### src/rtl/instr_stats_pkg.sv
// Shared definitions for the instruction statistics path: sizes, RV32 major
// opcodes, class indices and the dump FSM state encoding.
package instr_stats_pkg;

   localparam int unsigned DEF_INSTR_W = 32;
   localparam int unsigned DEF_CNT_W   = 17;
   localparam int unsigned DEF_NUM_CLS = 9;
   localparam int unsigned CLS_W       = 4;
   localparam int unsigned OPC_W       = 7;

   localparam logic [OPC_W-1:0] OP_R      = 7'b0110011;
   localparam logic [OPC_W-1:0] OP_I      = 7'b0010011;
   localparam logic [OPC_W-1:0] OP_STORE  = 7'b0100011;
   localparam logic [OPC_W-1:0] OP_LOAD   = 7'b0000011;
   localparam logic [OPC_W-1:0] OP_BRANCH = 7'b1100011;
   localparam logic [OPC_W-1:0] OP_LUI    = 7'b0110111;
   localparam logic [OPC_W-1:0] OP_AUIPC  = 7'b0010111;
   localparam logic [OPC_W-1:0] OP_JAL    = 7'b1101111;
   localparam logic [OPC_W-1:0] OP_JALR   = 7'b1100111;

   typedef enum logic [CLS_W-1:0] {
      CLS_R      = 4'd0,
      CLS_I      = 4'd1,
      CLS_STORE  = 4'd2,
      CLS_LOAD   = 4'd3,
      CLS_BRANCH = 4'd4,
      CLS_LUI    = 4'd5,
      CLS_AUIPC  = 4'd6,
      CLS_JAL    = 4'd7,
      CLS_JALR   = 4'd8
   } cls_e;

   typedef enum logic {
      IDLE = 1'b0,
      SEND = 1'b1
   } state_e;

endpackage

### src/rtl/instr_class_decode.sv
// Combinational opcode classifier shared with the retire-counting logic.
// Ports:
//   opcode  - instruction bits [6:0]
//   hit     - opcode belongs to one of the counted classes
//   cls_idx - class index (valid only when hit is high, 0 otherwise)
module instr_class_decode
   import instr_stats_pkg::*;
(
   input  logic [OPC_W-1:0] opcode,
   output logic             hit,
   output logic [CLS_W-1:0] cls_idx
);

   always_comb begin
      hit     = 1'b1;
      cls_idx = CLS_R;
      case (opcode)
         OP_R:      cls_idx = CLS_R;
         OP_I:      cls_idx = CLS_I;
         OP_STORE:  cls_idx = CLS_STORE;
         OP_LOAD:   cls_idx = CLS_LOAD;
         OP_BRANCH: cls_idx = CLS_BRANCH;
         OP_LUI:    cls_idx = CLS_LUI;
         OP_AUIPC:  cls_idx = CLS_AUIPC;
         OP_JAL:    cls_idx = CLS_JAL;
         OP_JALR:   cls_idx = CLS_JALR;
         default:   hit     = 1'b0;
      endcase
   end

endmodule

### src/rtl/instr_stats_dump.sv
// Live per-class retire counters with a snapshot-and-stream dump port.
// Ports:
//   clk, reset      - clock and synchronous active-high reset
//   retire_valid    - instruction retires this cycle
//   retire_instr    - retiring instruction (only [6:0] used)
//   retire_flush    - suppresses counting while high
//   clear           - zeroes all live counters (wins over an increment)
//   dump_req        - starts a dump when the FSM is idle
//   dump_busy       - dump in progress
//   out_valid/ready - beat handshake
//   out_idx         - class index of the current beat
//   out_data        - snapshot count for out_idx
//   out_last        - final beat of the dump
module instr_stats_dump
   import instr_stats_pkg::*;
#(
   parameter int unsigned INSTR_W = DEF_INSTR_W,
   parameter int unsigned CNT_W   = DEF_CNT_W,
   parameter int unsigned NUM_CLS = DEF_NUM_CLS
) (
   input  logic               clk,
   input  logic               reset,
   input  logic               retire_valid,
   input  logic [INSTR_W-1:0] retire_instr,
   input  logic               retire_flush,
   input  logic               clear,
   input  logic               dump_req,
   output logic               dump_busy,
   output logic               out_valid,
   input  logic               out_ready,
   output logic [CLS_W-1:0]   out_idx,
   output logic [CNT_W-1:0]   out_data,
   output logic               out_last
);

   localparam logic [CNT_W-1:0] CNT_MAX  = '1;
   localparam logic [CLS_W-1:0] LAST_IDX = CLS_W'(NUM_CLS - 1);

   state_e           state, state_nxt;
   logic [CNT_W-1:0] live   [NUM_CLS];
   logic [CNT_W-1:0] shadow [NUM_CLS];

   logic             dec_hit;
   logic [CLS_W-1:0] dec_cls;
   logic             count_en;
   logic             capture;
   logic [CLS_W-1:0] idx_nxt;
   logic [CNT_W-1:0] data_nxt;
   logic             unused_instr_hi;

   assign unused_instr_hi = ^retire_instr[INSTR_W-1:OPC_W];

   instr_class_decode u_decode (
      .opcode  (retire_instr[OPC_W-1:0]),
      .hit     (dec_hit),
      .cls_idx (dec_cls)
   );

   assign count_en = retire_valid & ~retire_flush & dec_hit;

   // Live counters: clear has priority, increments saturate at all-ones.
   always_ff @(posedge clk) begin
      if (reset || clear) begin
         for (int i = 0; i < NUM_CLS; i++) live[i] <= '0;
      end else begin
         for (int i = 0; i < NUM_CLS; i++) begin
            if (count_en && dec_cls == CLS_W'(i) && live[i] != CNT_MAX)
               live[i] <= live[i] + CNT_W'(1);
         end
      end
   end

   // Snapshot takes the pre-edge live values, so same-cycle updates are excluded.
   always_ff @(posedge clk) begin
      if (reset) begin
         for (int i = 0; i < NUM_CLS; i++) shadow[i] <= '0;
      end else if (capture) begin
         for (int i = 0; i < NUM_CLS; i++) shadow[i] <= live[i];
      end
   end

   // State register.
   always_ff @(posedge clk) begin
      if (reset) state <= IDLE;
      else       state <= state_nxt;
   end

   // Next state, beat index and the data word to present next cycle.
   always_comb begin
      state_nxt = state;
      idx_nxt   = out_idx;
      capture   = 1'b0;
      data_nxt  = '0;
      case (state)
         IDLE: begin
            if (dump_req) begin
               capture   = 1'b1;
               state_nxt = SEND;
               idx_nxt   = '0;
            end
         end
         SEND: begin
            if (out_valid && out_ready) begin
               if (out_idx == LAST_IDX) begin
                  state_nxt = IDLE;
                  idx_nxt   = '0;
               end else begin
                  idx_nxt = out_idx + CLS_W'(1);
               end
            end
         end
         default: state_nxt = IDLE;
      endcase
      // First beat bypasses the shadow since it is being loaded on the same edge.
      if (capture)                data_nxt = live[0];
      else if (state_nxt == SEND) data_nxt = shadow[idx_nxt];
   end

   // Registered beat outputs.
   always_ff @(posedge clk) begin
      if (reset) begin
         out_valid <= 1'b0;
         dump_busy <= 1'b0;
         out_idx   <= '0;
         out_data  <= '0;
         out_last  <= 1'b0;
      end else begin
         out_valid <= (state_nxt == SEND);
         dump_busy <= (state_nxt == SEND);
         out_idx   <= idx_nxt;
         out_data  <= data_nxt;
         out_last  <= (state_nxt == SEND) && (idx_nxt == LAST_IDX);
      end
   end

endmodule

### config.mk
export PLATFORM = sky130hd
export DESIGN_NAME = instr_stats_dump
export DESIGN_NICKNAME = d
export VERILOG_FILES = /design/src/rtl/instr_stats_pkg.sv /design/src/rtl/instr_class_decode.sv /design/src/rtl/instr_stats_dump.sv
export SDC_FILE = /design/constraint.sdc
export NUM_CORES = 1
export LEC_CHECK = 0
export ABC_AREA = 1
export BUFFER_PORTS_ARGS = -buffer_cell sky130_fd_sc_hd__buf_2
export CORE_UTILIZATION = 50
export DETAILED_ROUTE_END_ITERATION = 10
export PLACE_DENSITY = 0.78
export SLEW_MARGIN = 30
export SYNTH_ARGS = -nofsm -noshare
export SYNTH_HDL_FRONTEND = slang
export SYNTH_HIERARCHICAL = 1
export SYNTH_SLANG_ARGS = --single-unit
### constraint.sdc
create_clock -name clk -period 5.3 [get_ports clk]
set_input_delay 0.53 -clock clk [delete_from_list [all_inputs] [get_ports clk]]
set_output_delay 0.53 -clock clk [all_outputs]
set_load 0.02 [all_outputs]
# After elaboration in Yosys (flattened, before gate mapping)
# Memories as Yosys holds them, arrays and structs flattened.
# Cells that the tools add are included.
# Widths: inputs -> output; s select.
word_totals:
  register_bits: 23
  mem_bits_rw: 306
  out_inout_bits: 24
  wordCells: 154
  memories: 2
op_classes:
  add_sub_neg: 10
  n_eq_ne: 28
  n_mux: 65
  n_bitwise: 22
  reduce_logical: 23
memory_table:
  columns: ["name", "depth", "width", "read_ports", "rd_ports_with_merged_regs", "wr", "line", "rtl"]
  rows:
  - ["live", 9, 17, 9, 0, 9, "instr_stats_dump.sv:40", "logic [CNT_W-1:0] live [NUM_CLS];"]
  - ["shadow", 9, 17, 1, 0, 9, "instr_stats_dump.sv:41", "logic [CNT_W-1:0] shadow [NUM_CLS];"]
op_table:
  columns: ["op", "count"]
  rows:
  - ["$mux 17", 20]
  - ["$add 17x1->17 const B", 9]
  - ["$ne 17x17->1 const B", 9]
  - ["$mux 1", 39]
  - ["$pmux 4 s8", 1]
  - ["$eq 7x6->1 const B", 3]
  - ["$eq 7x7->1 const B", 3]
  - ["$logic_and 1x1->1", 20]
  - ["$or 1x1->1", 18]
  - ["$eq 4x3->1 const B", 4]
  - ["$eq 7x5->1 const B", 2]
  - ["$eq 4x4->1 const B", 3]
  - ["$mux 4", 3]
  - ["$reduce_or 9->1", 1]
  - ["$eq 4x2->1 const B", 2]
  - ["$pmux 4 s2", 1]
  - ["$eq 7x2->1 const B", 1]
  - ["$add 4x1->4 const B", 1]
  - ["$eq 4x1->1 const B", 1]
  - ["$logic_not 4->1", 1]
  - ["$and 1x1->1", 2]
  - ["$not 1->1", 2]
  - ["$pmux 1 s2", 1]
  - ["$logic_or 1x1->1", 1]

# Logic depth before layout (Yosys ltp)
# Gate-level depths: netlist (run 1).
depth:
  ltp_word: 10
  ltp_mapped: 19
  ltp_nobuf: 16

# Modules after synthesis
# Netlist (run 1), hierarchy kept.
modules_own_cells:
  columns: ["mod", "n_inst", "cells_each", "area_each_um2", "seq_area_each_um2"]
  rows:
  - ["instr_stats_dump", 1, 1873, 16691.0, 9649.3]
  - ["instr_class_decode", 1, 38, 162.7, 0.0]

# Worst setup path before layout (run 1)
# Ideal clock, no wire load.
synth_path:
  kind: "reg2reg"
  startpoint: "register out_valid (netlist name)"
  endpoint: "memory shadow[0][0] (netlist name), enable pin"
  arrival_time_ns: 3.256
  setup_slack_ns: 0.758
  path_stages_with_launch: 4
  synth_period_minus_slack_ns: 4.542
  cell_sequence: "dfxtp_1 inv_2 nand2_2 nand2_1"
synth_lines:
  columns: ["element", "line"]
  rows:
  - ["end: declaration", "instr_stats_dump.sv:41"]

==> impl_results.md, run 1 <==
- Port bufs: 37
- RSZ-0062 raised after global routing: false
- Iteration-0 DRC Markers: 1276
- Failing checks: DRC
- Max VDD drop: 0.1976 mV
- Via density: 5.261
- Hpwl dp: 24830 um
- Crit path DAT: 3940 ps
- Initial antenna violation count: 1
- Filler Cell Count: 2861
- Register area share after synthesis: 0.5725
- Slew HR: 0.3687
- Cell variety after synth: 35
- Clock Sink Count: 329
- Antenna Cells: 0
- Crit path max fanout: 93
- Final hold viol count: 0
- Placer congestion estimate: 0.8788
- Total clock buffers created by CTS: 35
- Worst-skew pair later-pin latency: 520 ps
- Die Span Y: 185.6 um
- Synth-to-layout area growth: 8.738%
- Layout Cells excl Fill: 2397
- # resized after CTS: 0
- Layout cells sized above 1: 0.06752
- Power Density: 316.5 nW/um^2
- Final routed DRC violation total: 1
- Post-CTS Setup Bufs: 0
- Req. time, crit path: 5570 ps
- Tcrit/Tclk final: 0.6929
- Kind of critical path: register to register
- Cell taking the most area after synthesis: edfxtp_1
- Critical R2R Launch: live[0][103]
- Sw power: roughly 1400 uW
- Core area: ~33000 um^2
- Hold Crit Depth: 2
- Met2 GRT Util: 0.3742
- Total gr overflow: 0
- I/O pin cnt: 63
- Worst Hold Launch: reset
- Gate count of the mapped netlist: 1911
- Placed insts: 2337
- Synth Register Bits: roughly 330
- Nets: ~2000
- Die ar.: 34450 um^2
- Ranking of synthesized cells by area: edfxtp_1, nand2_1, inv_1
- Number of global-route vias before repair: 12180
- Commonest non-fill, non-tap cell in the layout: nand2_1
- Global-route usage over all layers: 0.2202
- Fin crit period: 3672 ps
- Maximum clock rate: between 0.2 and 0.3 GHz
- Met1 Resource Use GR: 0.2784
- GRT met3 Usage: 0.03385
- Worst-path clk slew: 60 ps
- Logic pwr share: 0.076
- Setup crit start: live[0][103]
- Sequential share of power: 0.529
- Internal power: approximately 4400 uW
- Global-route wire length before repair: between 50000 and 60000 um
- Startpoint Class: register
- Yosys warns: 6
- R2R cell count: 15
- Tot Pwr: 5801 uW
- Switching Share: 0.2389
- Lkg Pwr: 0.008468 uW
- Final setup violation count: 0
- Layer with the highest usage: met2
- Starting Density: 0.5128
- RR Endpoint: live[0][111]
- Fin. max-slew vios: 0
- Syn_area_per_cell: 8.819 um^2
- Clock share of power: 0.395
- Hold WC Path Type: input port to register
- Mapped cell area: around 17000 um^2
- Root Driver: clkbuf_16
- Die width: 185.6 um
- Hold buffers post-CTS: 0
- Setup TNS: 0 ps
- H-tree lvl count: 2
- Share of the synthesized area in the top cell type: 0.5452
- CTS tree: yes
- Remaining antenna violation count: 0
- Drt total wl: 37010 um
- DR pass1 iterations: 8
- R2r setup slk: 1630 ps
- Outcome: finished with violations
- Worst Tran Pin Value: 946.0 ps
- Most frequent cells in the layout: nand2_1, inv_1, edfxtp_1
- Vias: 12610
- Clock skew: 18.50 ps
- Clock buffer depth: 3
- # Max-Cap Violations: 0
- Largest net degree at the start of global routing: 96
- Crit end category: register
- Net Count, Synth: 1970
- Routed length per instance: 15.44 um
- WHS Endpoint: out_idx[3]
- Row count: 66
## cells by family (layout without fill, tap and decap cells)
kind of cell / after synthesis / count (layout) / synth area share
adders and majority gates: 20 / 20 / 0.01485
xor gates and xnor gates: 66 / 66 / 0.03430
and+or+nand+nor: 1027 / 1027 / 0.2586
DFF: 329 / 329 / 0.5725
AOI/OAI and AO/OA: 38 / 38 / 0.01277
buffers and inverters: 431 / 475 / 0.1069
## stage by stage
step / instance area, um^2 / hold slack (ps) / setup slack, ps / util
after floorplan: 16850 / 470.1 / 758.4 / -
after global routing: 18330 / 275.2 / 1347 / 0.5576
after global placement: 17260 / 559.3 / 1818 / 0.5252
after CTS: 18320 / 266.3 / 1596 / 0.5575
final: 18330 / 275.3 / 1628 / 0.5576
after detailed placement: 17260 / 579.6 / 1618 / 0.5253
## critical path, stage by stage, from the launching register on
cell and delay [ps]:
edfxtp_1 400, ha_1 210, nand3_1 150, nor3_1 430
nand3_1 220, nor3_1 410, nor3b_1 310, ha_1 220
nor3_1 60, nand3_1 110, nand2_1 70, nor2_1 90
nand3b_1 110, buf_6 330, nand3_1 190, inv_1 60
## power by group through the flow
| stage | sequential [uW] | clock, uW | combinational [uW] |
|---|---|---|---|
| after floorplan | 3130 | 0 | 313 |
| after global placement | 3110 | 0 | 422 |
| after detailed placement | 3120 | 0 | 434 |
| after CTS | 3070 | 2320 | 441 |
| after global routing | 3080 | 2410 | 491 |
| final | 3070 | 2290 | 442 |
## worst max-delay path by stage
stage                         endpoint  slack (ps)  depth (start not counted)
final                     live[0][111]        1630                         15
after detailed placement  live[0][111]        1620                         15
after floorplan           shadow[0][0]         760                          3
after CTS                 live[0][111]        1600                         15
after global routing       live[0][27]        1350                         15
after global placement     live[0][92]        1820                         15
## cells in the mapped netlist
master,count
a21oi_1,6
a21oi_2,1
a31oi_1,3
buf_1,1
buf_2,33
buf_4,4
buf_6,17
clkbuf_1,6
clkinv_1,1
dfxtp_1,23
edfxtp_1,306
ha_1,20
inv_1,364
inv_2,5
nand2_1,434
nand2_2,5
nand2_4,2
nand3_1,202
nand3_4,1
nand3b_1,5
nand4_1,23
nor2_1,285
nor2_2,6
nor3_1,40
nor3_2,2
nor3b_1,1
nor4_1,9
o211ai_1,1
o211ai_2,1
o21ai_0,21
o21ai_1,2
o21bai_1,2
o31ai_1,1
or2_2,12
xor2_1,66
## routing by layer
metal	vias up	wire (um)	part of all wire
li1	6090	-	-
met1	5952	15160	0.41
met2	481	18000	0.49
met3	87	2384	0.064
met4	0	1465	0.040
met5	-	0	0
## cell type report
type                            instances  area (um^2)  share of cell area
Sequential cell                       329         9649              0.5265
Multi-Input combinational cell       1151         5410              0.2952
Inverter                              370         1394             0.07606
Clock buffer                           45        983.4             0.05366
Tap cell                              442        553.0             0.03018
Timing Repair Buffer                   45        261.5             0.01427
Clock inverter                         15        75.07            0.004096
## flip-flops by register name, indices dropped and copies added, names as in the netlist
register and flops:
out_idx 4, shadow 153, live 153, out_last 1
out_valid 1, out_data 17
Note: power is estimated with default switching activity, not from simulation.
==> inputs of run 2 (changes only) <==
--- a/config.mk
+++ b/config.mk
@@ -5,7 +5,7 @@
 export SDC_FILE = /design/constraint.sdc
 export NUM_CORES = 1
 export LEC_CHECK = 0
-export ABC_AREA = 1
+export ABC_AREA = 0
 export BUFFER_PORTS_ARGS = -buffer_cell sky130_fd_sc_hd__buf_2
 export CORE_UTILIZATION = 50
 export DETAILED_ROUTE_END_ITERATION = 10
==> constraint.sdc (replaced) <==
create_clock -name clk -period 3.4 [get_ports clk]
set_input_delay 0.34 -clock clk [delete_from_list [all_inputs] [get_ports clk]]
set_output_delay 0.34 -clock clk [all_outputs]
set_load 0.02 [all_outputs]
==> impl_results.md, run 2 <==
- Total gr overflow: 0
- Top FF cell, synth: edfxtp_1
- # Max-Cap Violations: 0
- Most frequent cells in the layout: edfxtp_1, and2_1, nor2_1
- Ranking of synthesized cells by area: edfxtp_1, and2_1, mux2i_1
- DR pass1 iterations: 5
- Die ar.: 33280 um^2
- Setup crit start: live[0][7]
- Placer congestion estimate: 0.8831
- Filler Cell Count: 2463
- Clock share of power: 0.419
- FF+latch area: 9649 um^2
- Crit path max fanout: approximately 40
- Cell taking the most area after synthesis: edfxtp_1
- Hpwl dp: 22420 um
- Post-CTS Setup Bufs: 0
- Post-synth EDFFs: 306
- Cell variety after synth: 49
- Max VDD drop: 0.3478 mV
- Share of the synthesized area in the top cell type: 0.5645
- Commonest non-fill, non-tap cell in the layout: edfxtp_1
- Iteration-0 DRC Markers: 922
- Routed length per instance: 17.88 um
- Startpoint Class: register
- Final hold viol count: 0
- Hold buffers post-CTS: 0
- Fin. max-slew vios: 0
- Logic pwr share: 0.059
- Critical R2R Launch: live[0][7]
- Critical path cell sequence: and4_1 > and3_1 > and3_1 > nor2b_1 > and3_1 > ha_2 > mux2_1 > o21ai_0 > o211ai_1 > a31o_4 > buf_16 > nor2_1
- Synth Register Bits: roughly 330
- Row count: 65
- Synth-to-layout area growth: 12.19%
- Via density: 5.458
- Switching Share: 0.2201
- Worst-skew pair later-pin latency: 520 ps
- CP most frequent cell: and3_1
- Worst Tran Pin Value: 848.1 ps
- Vias: 10060
- Final setup violation count: 0
- Fin crit period: 3196 ps
- Largest net degree at the start of global routing: just over 80
- Mapped cell area: 16280 um^2
- Top flop regs: live: 153 flops, shadow: 153 flops, out_data: 17 flops
- Layout cells sized above 1: 0.1570
- Clock Sink Count: roughly 330
- Count leader, synth: edfxtp_1
- Internal power: 7135 uW
- Power Density: 500.9 nW/um^2
- Die width: 182.4 um
- Drt total wl: around 33000 um
- Number of global-route vias before repair: 9794
- Outcome: finished, final reports clean
- RSZ-0062 raised after global routing: false
- Setup TNS: 0 ps
- Global-route wire length before repair: 52600 um
- Crit end category: register
- Root Driver: clkbuf_16
- Crit-path slowest cell: edfxtp_1
- Antenna Cells: 0
- Sw power: 2013 uW
- Worst Hold Launch: out_ready
- Placed inst area: 17100 um^2
- Syn_area_per_cell: 12.24 um^2
- Req. time, crit path: 3650 ps
- Hold WC Path Type: input port to register
- Sequential share of power: 0.522
- Final instance area: 18260 um^2
- CTS tree: yes
- Port bufs: 37
- Initial antenna violation count: 0
- Register area share after synthesis: 0.5928
- I/O pin cnt: 63
- Ys async rst share: 0
- Final routed DRC violation total: 0
- Multi-input combinational cell area: 6241 um^2
- Commonest cells post-synth: edfxtp_1, and2_1, nor2_1
- Gate count of the mapped netlist: 1330
- Clock buffer depth: 3
- Lkg Pwr: 0.006966 uW
- Die Span Y: 182.4 um
- Slowest stage delay, CP: 410 ps
- Remaining antenna violation count: 0
- Nets: 1443
- Global-route usage over all layers: 0.2030
- Crit path DAT: about 3500 ps
- Worst-path clk slew: around 60 ps
- Total clock buffers created by CTS: 35
- Clock skew: 25.78 ps
- H-tree lvl count: 2
- Starting Density: 0.5119
- Core area: ~32000 um^2
- Yosys warns: 6
- Net Count, Synth: 1389
- Slew HR: 0.4346
- Tcrit/Tclk final: 0.9400
- Maximum clock rate: 0.3129 GHz
- Kind of critical path: register to register
-- run 2: changes by cell type in the layout (fill, tap and decap cells not counted), moves of 17 or more --
cell / change
nor2_1: -157
xnor2_1: +60
mux2i_1: +69
nand2_1: -340
nand3_1: -131
nor2_4: +54
and3_1: +39
buf_4: +25
a21oi_1: +18
a22oi_1: +17
nor3_1: -25
o21ai_0: -20
and2_1: +148
inv_1: -333
-- run 2: path summary, 6_finish.rpt --
path                       end  slack, ps  cells after the start
setup reg to reg  live[0][146]        200                     12
hold / removal      out_idx[1]        150                      3
setup / recovery  live[0][146]        200                     12
hold reg to reg   out_data[13]        470                      2
-- run 2: kinds of logic (layout without fill, tap and decap cells) --
| kind of cell | Yosys count | in the layout | share of synthesized area |
|---|---|---|---|
| simple gates | 626 | 626 | 0.2184 |
| flops | 329 | 329 | 0.5928 |
| xor+xnor | 128 | 128 | 0.06888 |
| buf+inv | 89 | 167 | 0.03236 |
| mux | 73 | 73 | 0.04520 |
| compound gates | 65 | 65 | 0.02698 |
| fa+ha+maj | 20 | 20 | 0.01537 |
-- run 2: layer usage --
layer	vias up	wire (um)	GRT usage
met5	-	0	0
met4	0	824	0.06218
met3	55	1959	0.03492
met2	321	15810	0.3313
met1	4894	14360	0.2778
li1	4790	-	-
-- run 2: critical path, delay by kind of cell (launching register included) --
family / cells / cell delay (ps)
mux: 1 / 130
compound gates: 3 / 630
fa+ha+maj: 1 / 250
simple gates: 6 / 1200
flops: 1 / 410
buf+inv: 1 / 290
-- run 2: through the flow --
step	setup WS, ps	std cells	utilization	total power (uW)	hold slack [ps]
finish	203.9	1843	0.5743	9148	154.1
global route	42.65	1843	0.5743	9415	181.5
CTS	158.4	1843	0.5739	9206	141.9
detailed placement	180.4	1782	0.5379	5401	468.0
global placement	238.9	1782	0.5379	5380	472.7
floorplan	37.75	1330	-	5202	426.1
-- run 2: power groups by stage --
stage	Combinational [uW]	Clock, uW	Sequential, uW
floorplan	359	0	4840
global route	583	4030	4800
finish	541	3830	4780
global placement	532	0	4850
CTS	544	3880	4780
detailed placement	540	0	4860
-- run 2: repair_timing --
action,4_1_cts,5_1_grt
endpoints found under the setup margin,0,25
gates resized for setup,0,2
endpoints found under the hold margin,0,0
-- run 2: area by class of cell --
type	count	share of cell area
timing repair buffer	75	0.03097
clock inverter	17	0.01021
tap	435	0.02980
clock buffer	44	0.05248
inverter	31	0.006372
multi-input combinational	912	0.3418
sequential	329	0.5284
